--- src/rtl/rng_arbiter_if.sv ---
// Requester-side bus of the shared random-nibble scheduler.
// Master drives seed/req; slave (the arbiter) returns grants, data and status.
interface rng_arbiter_if #(
    parameter int NREQ = 4
);
    logic [3:0]      seed;
    logic            seed_load;
    logic [NREQ-1:0] req;
    logic [NREQ-1:0] gnt;
    logic            rnd_valid;
    logic [3:0]      rnd_data;
    logic            ready;
    logic            busy;
    logic [3:0]      lfsr_state;

    modport master (
        output seed, seed_load, req,
        input  gnt, rnd_valid, rnd_data, ready, busy, lfsr_state
    );

    modport slave (
        input  seed, seed_load, req,
        output gnt, rnd_valid, rnd_data, ready, busy, lfsr_state
    );
endinterface

--- src/rtl/rng_arbiter.sv ---
// Round-robin scheduler sharing one 4-bit LFSR (x^4+x^3+1) between NREQ requesters;
// each grant is preceded by STEPS shifts, each seed load by WARMUP shifts.
module rng_arbiter #(
    parameter int NREQ   = 4,
    parameter int STEPS  = 4,
    parameter int WARMUP = 8
) (
    input  logic          clk,
    input  logic          reset,
    rng_arbiter_if.slave  bus
);
    localparam int PW = $clog2(NREQ);

    typedef enum logic [2:0] {UNSEEDED, WARM, IDLE, STEP, DELIVER} state_t;

    state_t          state, state_nx;
    logic [3:0]      lfsr, lfsr_nx;
    logic [3:0]      cnt, cnt_nx;
    logic [PW-1:0]   ptr, ptr_nx;
    logic [PW-1:0]   winner, winner_nx;
    logic [NREQ-1:0] gnt, gnt_nx;
    logic            rnd_valid, rnd_valid_nx;
    logic [3:0]      rnd_data, rnd_data_nx;
    logic [PW:0]     pick;

    // A zero register would lock the LFSR forever, so it is pushed back onto the cycle.
    function automatic logic [3:0] lfsr_shift(input logic [3:0] s);
        if (s == 4'b0000) return 4'b0001;
        return {s[2:0], s[3] ^ s[2]};
    endfunction

    // Returns {found, index} of the first set request after p, wrapping modulo NREQ.
    function automatic logic [PW:0] rr_pick(input logic [NREQ-1:0] r, input logic [PW-1:0] p);
        logic [PW:0] res;
        int          j;
        res = '0;
        for (int i = NREQ; i >= 1; i--) begin
            j = (int'(p) + i) % NREQ;
            if (r[j]) res = {1'b1, PW'(j)};
        end
        return res;
    endfunction

    assign pick = rr_pick(bus.req, ptr);

    always_comb begin
        state_nx     = state;
        lfsr_nx      = lfsr;
        cnt_nx       = cnt;
        ptr_nx       = ptr;
        winner_nx    = winner;
        gnt_nx       = '0;
        rnd_valid_nx = 1'b0;
        rnd_data_nx  = 4'b0000;

        case (state)
            UNSEEDED: ;
            WARM: begin
                lfsr_nx = lfsr_shift(lfsr);
                cnt_nx  = cnt + 4'd1;
                if (cnt == 4'(WARMUP - 1)) state_nx = IDLE;
            end
            IDLE: begin
                if (pick[PW]) begin
                    winner_nx = pick[PW-1:0];
                    cnt_nx    = 4'd0;
                    state_nx  = STEP;
                end
            end
            STEP: begin
                lfsr_nx = lfsr_shift(lfsr);
                cnt_nx  = cnt + 4'd1;
                if (cnt == 4'(STEPS - 1)) begin
                    state_nx     = DELIVER;
                    gnt_nx       = NREQ'(1) << winner;
                    rnd_valid_nx = 1'b1;
                    rnd_data_nx  = lfsr_nx;
                end
            end
            DELIVER: begin
                ptr_nx   = winner;
                state_nx = IDLE;
            end
            default: state_nx = UNSEEDED;
        endcase

        // Seeding overrides everything; a grant already on the wire still retires the pointer.
        if (bus.seed_load) begin
            lfsr_nx      = (bus.seed == 4'b0000) ? 4'b0001 : bus.seed;
            cnt_nx       = 4'd0;
            state_nx     = WARM;
            gnt_nx       = '0;
            rnd_valid_nx = 1'b0;
            rnd_data_nx  = 4'b0000;
        end
    end

    always_ff @(posedge clk or posedge reset) begin
        if (reset) begin
            state     <= UNSEEDED;
            lfsr      <= 4'b0000;
            cnt       <= 4'd0;
            ptr       <= PW'(NREQ - 1);
            winner    <= '0;
            gnt       <= '0;
            rnd_valid <= 1'b0;
            rnd_data  <= 4'b0000;
        end else begin
            state     <= state_nx;
            lfsr      <= lfsr_nx;
            cnt       <= cnt_nx;
            ptr       <= ptr_nx;
            winner    <= winner_nx;
            gnt       <= gnt_nx;
            rnd_valid <= rnd_valid_nx;
            rnd_data  <= rnd_data_nx;
        end
    end

    assign bus.gnt        = gnt;
    assign bus.rnd_valid  = rnd_valid;
    assign bus.rnd_data   = rnd_data;
    assign bus.ready      = (state == IDLE) || (state == STEP) || (state == DELIVER);
    assign bus.busy       = (state != IDLE);
    assign bus.lfsr_state = lfsr;
endmodule

--- src/flat_wrapper.sv ---
// flat-port wrapper written by rule: the top's interface ports become plain ports
module rng_arbiter_flat 
#(
    parameter int NREQ   = 4,
    parameter int STEPS  = 4,
    parameter int WARMUP = 8
)
  (clk, reset, bus_seed, bus_seed_load, bus_req, bus_gnt, bus_rnd_valid, bus_rnd_data, bus_ready, bus_busy, bus_lfsr_state);
  rng_arbiter_if #(.NREQ(NREQ)) bus_i ();
  input  logic clk;
  input  logic reset;
  input wire logic [$bits(bus_i.seed)-1:0] bus_seed;
  input wire logic [$bits(bus_i.seed_load)-1:0] bus_seed_load;
  input wire logic [$bits(bus_i.req)-1:0] bus_req;
  output wire logic [$bits(bus_i.gnt)-1:0] bus_gnt;
  output wire logic [$bits(bus_i.rnd_valid)-1:0] bus_rnd_valid;
  output wire logic [$bits(bus_i.rnd_data)-1:0] bus_rnd_data;
  output wire logic [$bits(bus_i.ready)-1:0] bus_ready;
  output wire logic [$bits(bus_i.busy)-1:0] bus_busy;
  output wire logic [$bits(bus_i.lfsr_state)-1:0] bus_lfsr_state;
  assign bus_i.seed = bus_seed;
  assign bus_i.seed_load = bus_seed_load;
  assign bus_i.req = bus_req;
  assign bus_gnt = bus_i.gnt;
  assign bus_rnd_valid = bus_i.rnd_valid;
  assign bus_rnd_data = bus_i.rnd_data;
  assign bus_ready = bus_i.ready;
  assign bus_busy = bus_i.busy;
  assign bus_lfsr_state = bus_i.lfsr_state;
  rng_arbiter #(.NREQ(NREQ), .STEPS(STEPS), .WARMUP(WARMUP)) u_core (.clk(clk), .reset(reset), .bus(bus_i));
endmodule
--- config.mk ---
export PLATFORM = sky130hd
export DESIGN_NAME = rng_arbiter_flat
export DESIGN_NICKNAME = d
export VERILOG_FILES = /design/src/rtl/rng_arbiter_if.sv /design/src/rtl/rng_arbiter.sv /design/src/flat_wrapper.sv
export SDC_FILE = /design/constraint.sdc
export NUM_CORES = 1
export LEC_CHECK = 0
export ABC_AREA = 1
export BUFFER_PORTS_ARGS = -buffer_cell sky130_fd_sc_hd__buf_4
export CAP_MARGIN = 20
export CELL_PAD_IN_SITES_DETAIL_PLACEMENT = 1
export CELL_PAD_IN_SITES_GLOBAL_PLACEMENT = 1
export CORE_MARGIN = 4
export CORE_UTILIZATION = 42
export CTS_CLUSTER_DIAMETER = 80
export CTS_CLUSTER_SIZE = 8
export DETAILED_ROUTE_END_ITERATION = 8
export PLACE_DENSITY_LB_ADDON = 0.08
export SLEW_MARGIN = 20
export SYNTH_ARGS = -nofsm -noshare
export SYNTH_HDL_FRONTEND = slang
export SYNTH_SLANG_ARGS = --single-unit
--- constraint.sdc ---
create_clock -name clk -period 2.02 [get_ports clk]
set_input_delay 0.404 -clock clk [delete_from_list [all_inputs] [get_ports clk]]
set_output_delay 0.404 -clock clk [all_outputs]
set_load 0.03 [all_outputs]
==> flow_summary.ini, run 1 <==
[sta]
slew-limit-headroom = 0.7464
setup-tns-final_ps = 0
final-setup-viol-count = 0
fin_crit_sh = 0.9141
grt_setup_unrepaired = no
hold_viol_final = 0
timing.fmax_mhz = 541.6
finalClockSkew_ps = 20.70
post-route-min-period_ps = 1847
setup_slack_ps = 173.5
worst_slew_pin_slew_ps = 379.0
final_max_slew_viol_count = 0

[detailed_routing]
drt-total-wl_um = 3276
vias = 1241
drt.antenna.violating_nets = 0
drcViolationCount = 0
wl_per_cell_um = 13.05
firstDrtPassIters = 4
vias_per_cell = 4.944
drtIter0Drc = 43

[yosys]
synth_top_area_cell = dfrtp_1
yosys.area.top_type_share = 0.4104
ys_types = 27
synth_fp_nets = 192
synth_ff_type = dfrtp_1
synthTopCellsByArea = dfrtp_1 (41%), nand2_1 (17%), inv_1 (6.7%), nand3_1 (4.9%), dfstp_2 (3.9%)
yosysMostFrequentCell = nand2_1
async_reset_ff_frac = 1.000
synth.avg_cell_area_um2 = 7.493
ys_top_cells_by_count = nand2_1 (61), inv_1 (24), dfrtp_1 (22)
synth_edf_count = 0
synth-seq-cells = 24
ys_warn_count = 0
ys_seq_area_frac = 0.4496
syn_inst = 179
syn_area_um2 = 1341

[die]
die_h_um = 64.51
start_util = 0.4393
core_um2 = 3053
dieArea_um2 = 4162
rows = 20
io-pin-count = 26
die_w_um = 64.51

[place]
dp_hpwl_um = 2660
place.gp.congestion = 0.8749
numPortBuffers = 25
place_area_um2 = 1575
dp_slack_ps = 370.6

[worst_setup_path]
critPathArrivalTime_ps = 1440
reg2reg_from = u_core.ptr[0]
criticalPathCategory = flip-flop to output port
crit_fanout = 3
startpoint = u_core.state[2]
worstPathCellList = inv_1 -> nand2_1 -> nor2_1 -> inv_1 -> buf_4
cpMaxStageDelayCell = dfrtp_1
worstPathRequired_ps = 1620
start_kind = flip-flop
cp-end-kind = output port
slowest_delay_ps = 440
worst-r2r-setup-slack_ps = 380
cp_common_cell = inv_1

[clock_tree]
cts_resized = 0
cts_tree = yes
clock_latency_ps = 340
cts.clk_slew.worst_paths_ps = 150
post_cts_buffers = 0
root_buffer = clkbuf_4
ctsHoldBuffers = 0
ctsLongestPathBuffers = 2
cts.sinks = 24
htreeDepth = 1
numCtsBuffers = 3

[power_and_ir_drop]
power.total_w = 0.001481
p_leak_nw = 0.8758
peakVddDrop_mv = 0.3451
power.density_nw_per_um2 = 909.8

[final_layout]
layout.nets = 221
drive_gt1_frac = 0.2319
fin_util = 0.5332
nFillCells = 393
design_area_um2 = 1628
diodes = 0
syn2layout_area_growth_pct = 21.36

[global_route]
grt-ovfl-total = 0
track_usage = 0.1780
grt_max_degree = 25
grt_pass1_vias = 1324
grt_pass1_wl_um = 5844
antenna_found_initial = 0

[worst_hold_path]
min_path_type = primary input to async pin

[flow_run]
cap_violations = 0

[run_status]
outcome = complete, no violations
==> layout by cell type, fill, tap and decap left out <==
master,Yosys,layout
nand4_1,4,4
buf_4,0,26
dfrtp_1,22,22
nand3_2,1,1
nand3_1,13,13
nand2_4,3,3
dfstp_2,2,2
inv_2,3,3
clkbuf_4,0,3
nand2_1,61,61
o21ai_0,5,5
a31oi_1,1,1
o21ai_1,2,2
ha_1,2,2
or2_2,1,1
nand2_2,4,4
a22oi_1,1,1
nor3_1,5,5
or2_4,1,1
nor2_1,11,11
inv_1,24,24
o211ai_1,3,3
a21oi_1,2,2
nor2_4,1,1
o221ai_1,1,1
bufinv_16,0,1
nor2_2,2,2
or2_1,2,2
==> cell families (layout without fill, tap and decap cells) <==
| group | after synthesis | count (layout) | synth area share |
|---|---|---|---|
| AOI/OAI and AO/OA | 15 | 15 | 0.06717 |
| DFF | 24 | 24 | 0.4496 |
| buffers and inverters | 29 | 57 | 0.08768 |
| adders and majority gates | 2 | 2 | 0.01865 |
| and+or+nand+nor | 109 | 109 | 0.3769 |
==> final cells by class <==
| type | instances | area, µm² | share of cell area |
|---|---|---|---|
| clock inverters | 1 | 30.03 | 0.01845 |
| flip-flops and latches | 24 | 603.1 | 0.3705 |
| clock buffers | 3 | 22.52 | 0.01384 |
| inverters | 27 | 101.3 | 0.06226 |
| multi-input cells | 126 | 620.6 | 0.3812 |
| well taps | 44 | 55.05 | 0.03382 |
| repair buffers | 26 | 195.2 | 0.1199 |
==> stage by stage <==
stage,cells,hold WS (ps)
after CTS,251,100.4
after global placement,247,475.1
after floorplan,179,417.1
after detailed placement,247,482.1
after global routing,251,96.93
final,251,92.52
==> worst paths after layout <==
path	to	cells past startpoint
max in group asynchronous	u_core.ptr[1]	3
setup / recovery	bus_busy	5
hold / removal	u_core.bus.rnd_data[0]	3
min in group clk	u_core.state[2]	2
setup reg to reg	u_core.cnt[1]	9
hold reg to reg	u_core.bus.gnt[0]	1
==> layer usage <==
layer,global-route usage,wire (µm),vias up
met5,0,0,-
met4,0.06332,55,0
met3,0.02946,150,5
met2,0.3157,1643,24
met1,0.2164,1427,592
li1,-,-,620
==> report_power, final <==
group / switching [W] / internal (W)
logic: 0.000318 / 0.000172
clock network: 0.000157 / 0.000201
registers: 0.0000819 / 0.000551
==> critical path: cells and delay by family, from the launching register on <==
kind | cells | cell delay (ps)
buf+inv | 3 | 370
simple gates | 2 | 290
flops | 1 | 440
==> sequential cells by signal, indices dropped and copies added (netlist names) <==
name,cells
u_core.bus.rnd_data,4
u_core.bus.lfsr_state,4
u_core.state,3
u_core.ptr,2
u_core.bus.gnt,4
u_core.winner,2
u_core.bus.rnd_valid,1
u_core.cnt,4
(Power assumes the default switching activity.)
==> run 2, diff against run 1 <==
--- a/config.mk
+++ b/config.mk
@@ -9,9 +9,9 @@
 export BUFFER_PORTS_ARGS = -buffer_cell sky130_fd_sc_hd__buf_4
 export CAP_MARGIN = 20
 export CELL_PAD_IN_SITES_DETAIL_PLACEMENT = 1
-export CELL_PAD_IN_SITES_GLOBAL_PLACEMENT = 1
-export CORE_MARGIN = 4
-export CORE_UTILIZATION = 42
+export CELL_PAD_IN_SITES_GLOBAL_PLACEMENT = 2
+export CORE_MARGIN = 5
+export CORE_UTILIZATION = 33
 export CTS_CLUSTER_DIAMETER = 80
 export CTS_CLUSTER_SIZE = 8
 export DETAILED_ROUTE_END_ITERATION = 8
==> flow_summary.ini, run 2 (synthesized netlist as in run 1, its figures left out) <==
[final_layout]
syn2layout_area_growth_pct = 23.32
nFillCells = 503
layout.nets = 221
final_cell_mix = nand2_1 (61), buf_4 (26), inv_1 (24), dfrtp_1 (22), nand3_1 (13)
final_cells = 257
final_common_cell = nand2_1
fin_util = 0.4165
drive_gt1_frac = 0.2319
diodes = 0

[die]
die_w_um = 73.76
dieArea_um2 = 5440
io-pin-count = 26
rows = 23
start_util = 0.3377
core_um2 = 3971
die_h_um = 73.76

[detailed_routing]
drtIter0Drc = 65
vias_per_cell = 4.700
drcViolationCount = 0
vias = 1208
drt-total-wl_um = 3289
wl_per_cell_um = 12.80
drt.antenna.violating_nets = 0
firstDrtPassIters = 2

[worst_setup_path]
critPathArrivalTime_ps = 1330
cp-end-kind = output port
reg2reg_from = u_core.ptr[0]
worst-r2r-setup-slack_ps = 350
criticalPathCategory = flip-flop to output port
start_kind = flip-flop
worstPathRequired_ps = 1620
r2r-end = u_core.cnt[0]
worst_r2r_path_depth = 9
crit_fanout = 6

[sta]
slew-limit-headroom = 0.7508
timing.fmax_mhz = 577.4
final-setup-viol-count = 0
final_max_slew_viol_count = 0
post-route-min-period_ps = 1732
setup-tns-final_ps = 0
grt_setup_unrepaired = no
finalClockSkew_ps = 1.942
fin_crit_sh = 0.8574
hold_viol_final = 0
worst_slew_pin_slew_ps = 372.4
fin_hold_ws_ps = 181.6

[power_and_ir_drop]
peakVddDrop_mv = 0.5747
seqPwrFrac = 0.410
p_int_w = 0.0009872
clkPwrFrac = 0.273
power.density_nw_per_um2 = 927.8
p_leak_nw = 0.8836
p_switching_w = 0.0005475
switching_share = 0.3567
power.total_w = 0.001535
pwr-share-comb = 0.317

[clock_tree]
cts.sinks = 24
cts_tree = yes
htreeDepth = 1
post_cts_buffers = 0
cts_resized = 0
ctsLongestPathBuffers = 2
numCtsBuffers = 3
cts.clk_slew.worst_paths_ps = 90
ctsHoldBuffers = 0
clock_latency_ps = 260
root_buffer = clkbuf_8

[place]
numPortBuffers = 25
place.gp.congestion = 0.8021
dp.cells = 253
dp_hpwl_um = 2615

[global_route]
track_usage = 0.1299
grt_pass1_vias = 1202
grt_max_degree = 25
grt-ovfl-total = 0
grt_pass1_wl_um = 5609
antenna_found_initial = 0

[worst_hold_path]
min_path_type = primary input to async pin

[flow_run]
cap_violations = 0

[run_status]
outcome = complete, no violations
## run 2: cell type report
| cell class | count | area, µm² | area share |
|---|---|---|---|
| clock inverters | 1 | 30.03 | 0.01815 |
| clock buffers | 3 | 41.29 | 0.02496 |
| repair buffers | 26 | 195.2 | 0.1180 |
| flip-flops and latches | 24 | 603.1 | 0.3646 |
| inverters | 27 | 101.3 | 0.06127 |
| well taps | 50 | 62.56 | 0.03782 |
| multi-input cells | 126 | 620.6 | 0.3752 |
## run 2: power groups by stage
stage	logic, W	registers, W	clock network (W)
after floorplan	0.000313	0.000655	0
after global placement	0.000481	0.000638	0
after detailed placement	0.000494	0.000641	0
after CTS	0.000499	0.000631	0.000430
after global routing	0.000550	0.000644	0.000448
final	0.000486	0.000629	0.000419
## run 2: worst max path at each step
stage | to | cells after the start | slack, ps | start
floorplan | u_core.state[1] | 7 | 650 | u_core.ptr[0]
global placement | u_core.cnt[2] | 9 | 440 | u_core.ptr[0]
detailed placement | u_core.cnt[0] | 9 | 360 | u_core.ptr[0]
CTS | bus_ready | 4 | 260 | u_core.state[0]
global route | bus_ready | 4 | 200 | u_core.state[0]
finish | bus_ready | 4 | 290 | u_core.state[0]
## run 2: per-stage QoR
stage | instance area, µm² | worst slack, ps
2_1_floorplan | 1341 | 645.6
3_3_place_gp | 1583 | 441.0
3_5_place_dp | 1583 | 363.1
4_1_cts | 1654 | 257.1
5_1_grt | 1654 | 200.9
6_report | 1654 | 288.1
## run 2: worst max-delay path, cell delays in order (launching register included)
cell     delay [ps]
dfrtp_1         430
inv_1           110
nand3_1         200
nand2_1         150
buf_4           170
## run 2: layer usage
layer	wire, µm	vias to the layer above	GRT usage
met2	1669	14	0.2283
met1	1506	574	0.1698
met5	0	-	0
met4	13	0	0.01207
met3	100	2	0.02599
li1	-	618	-
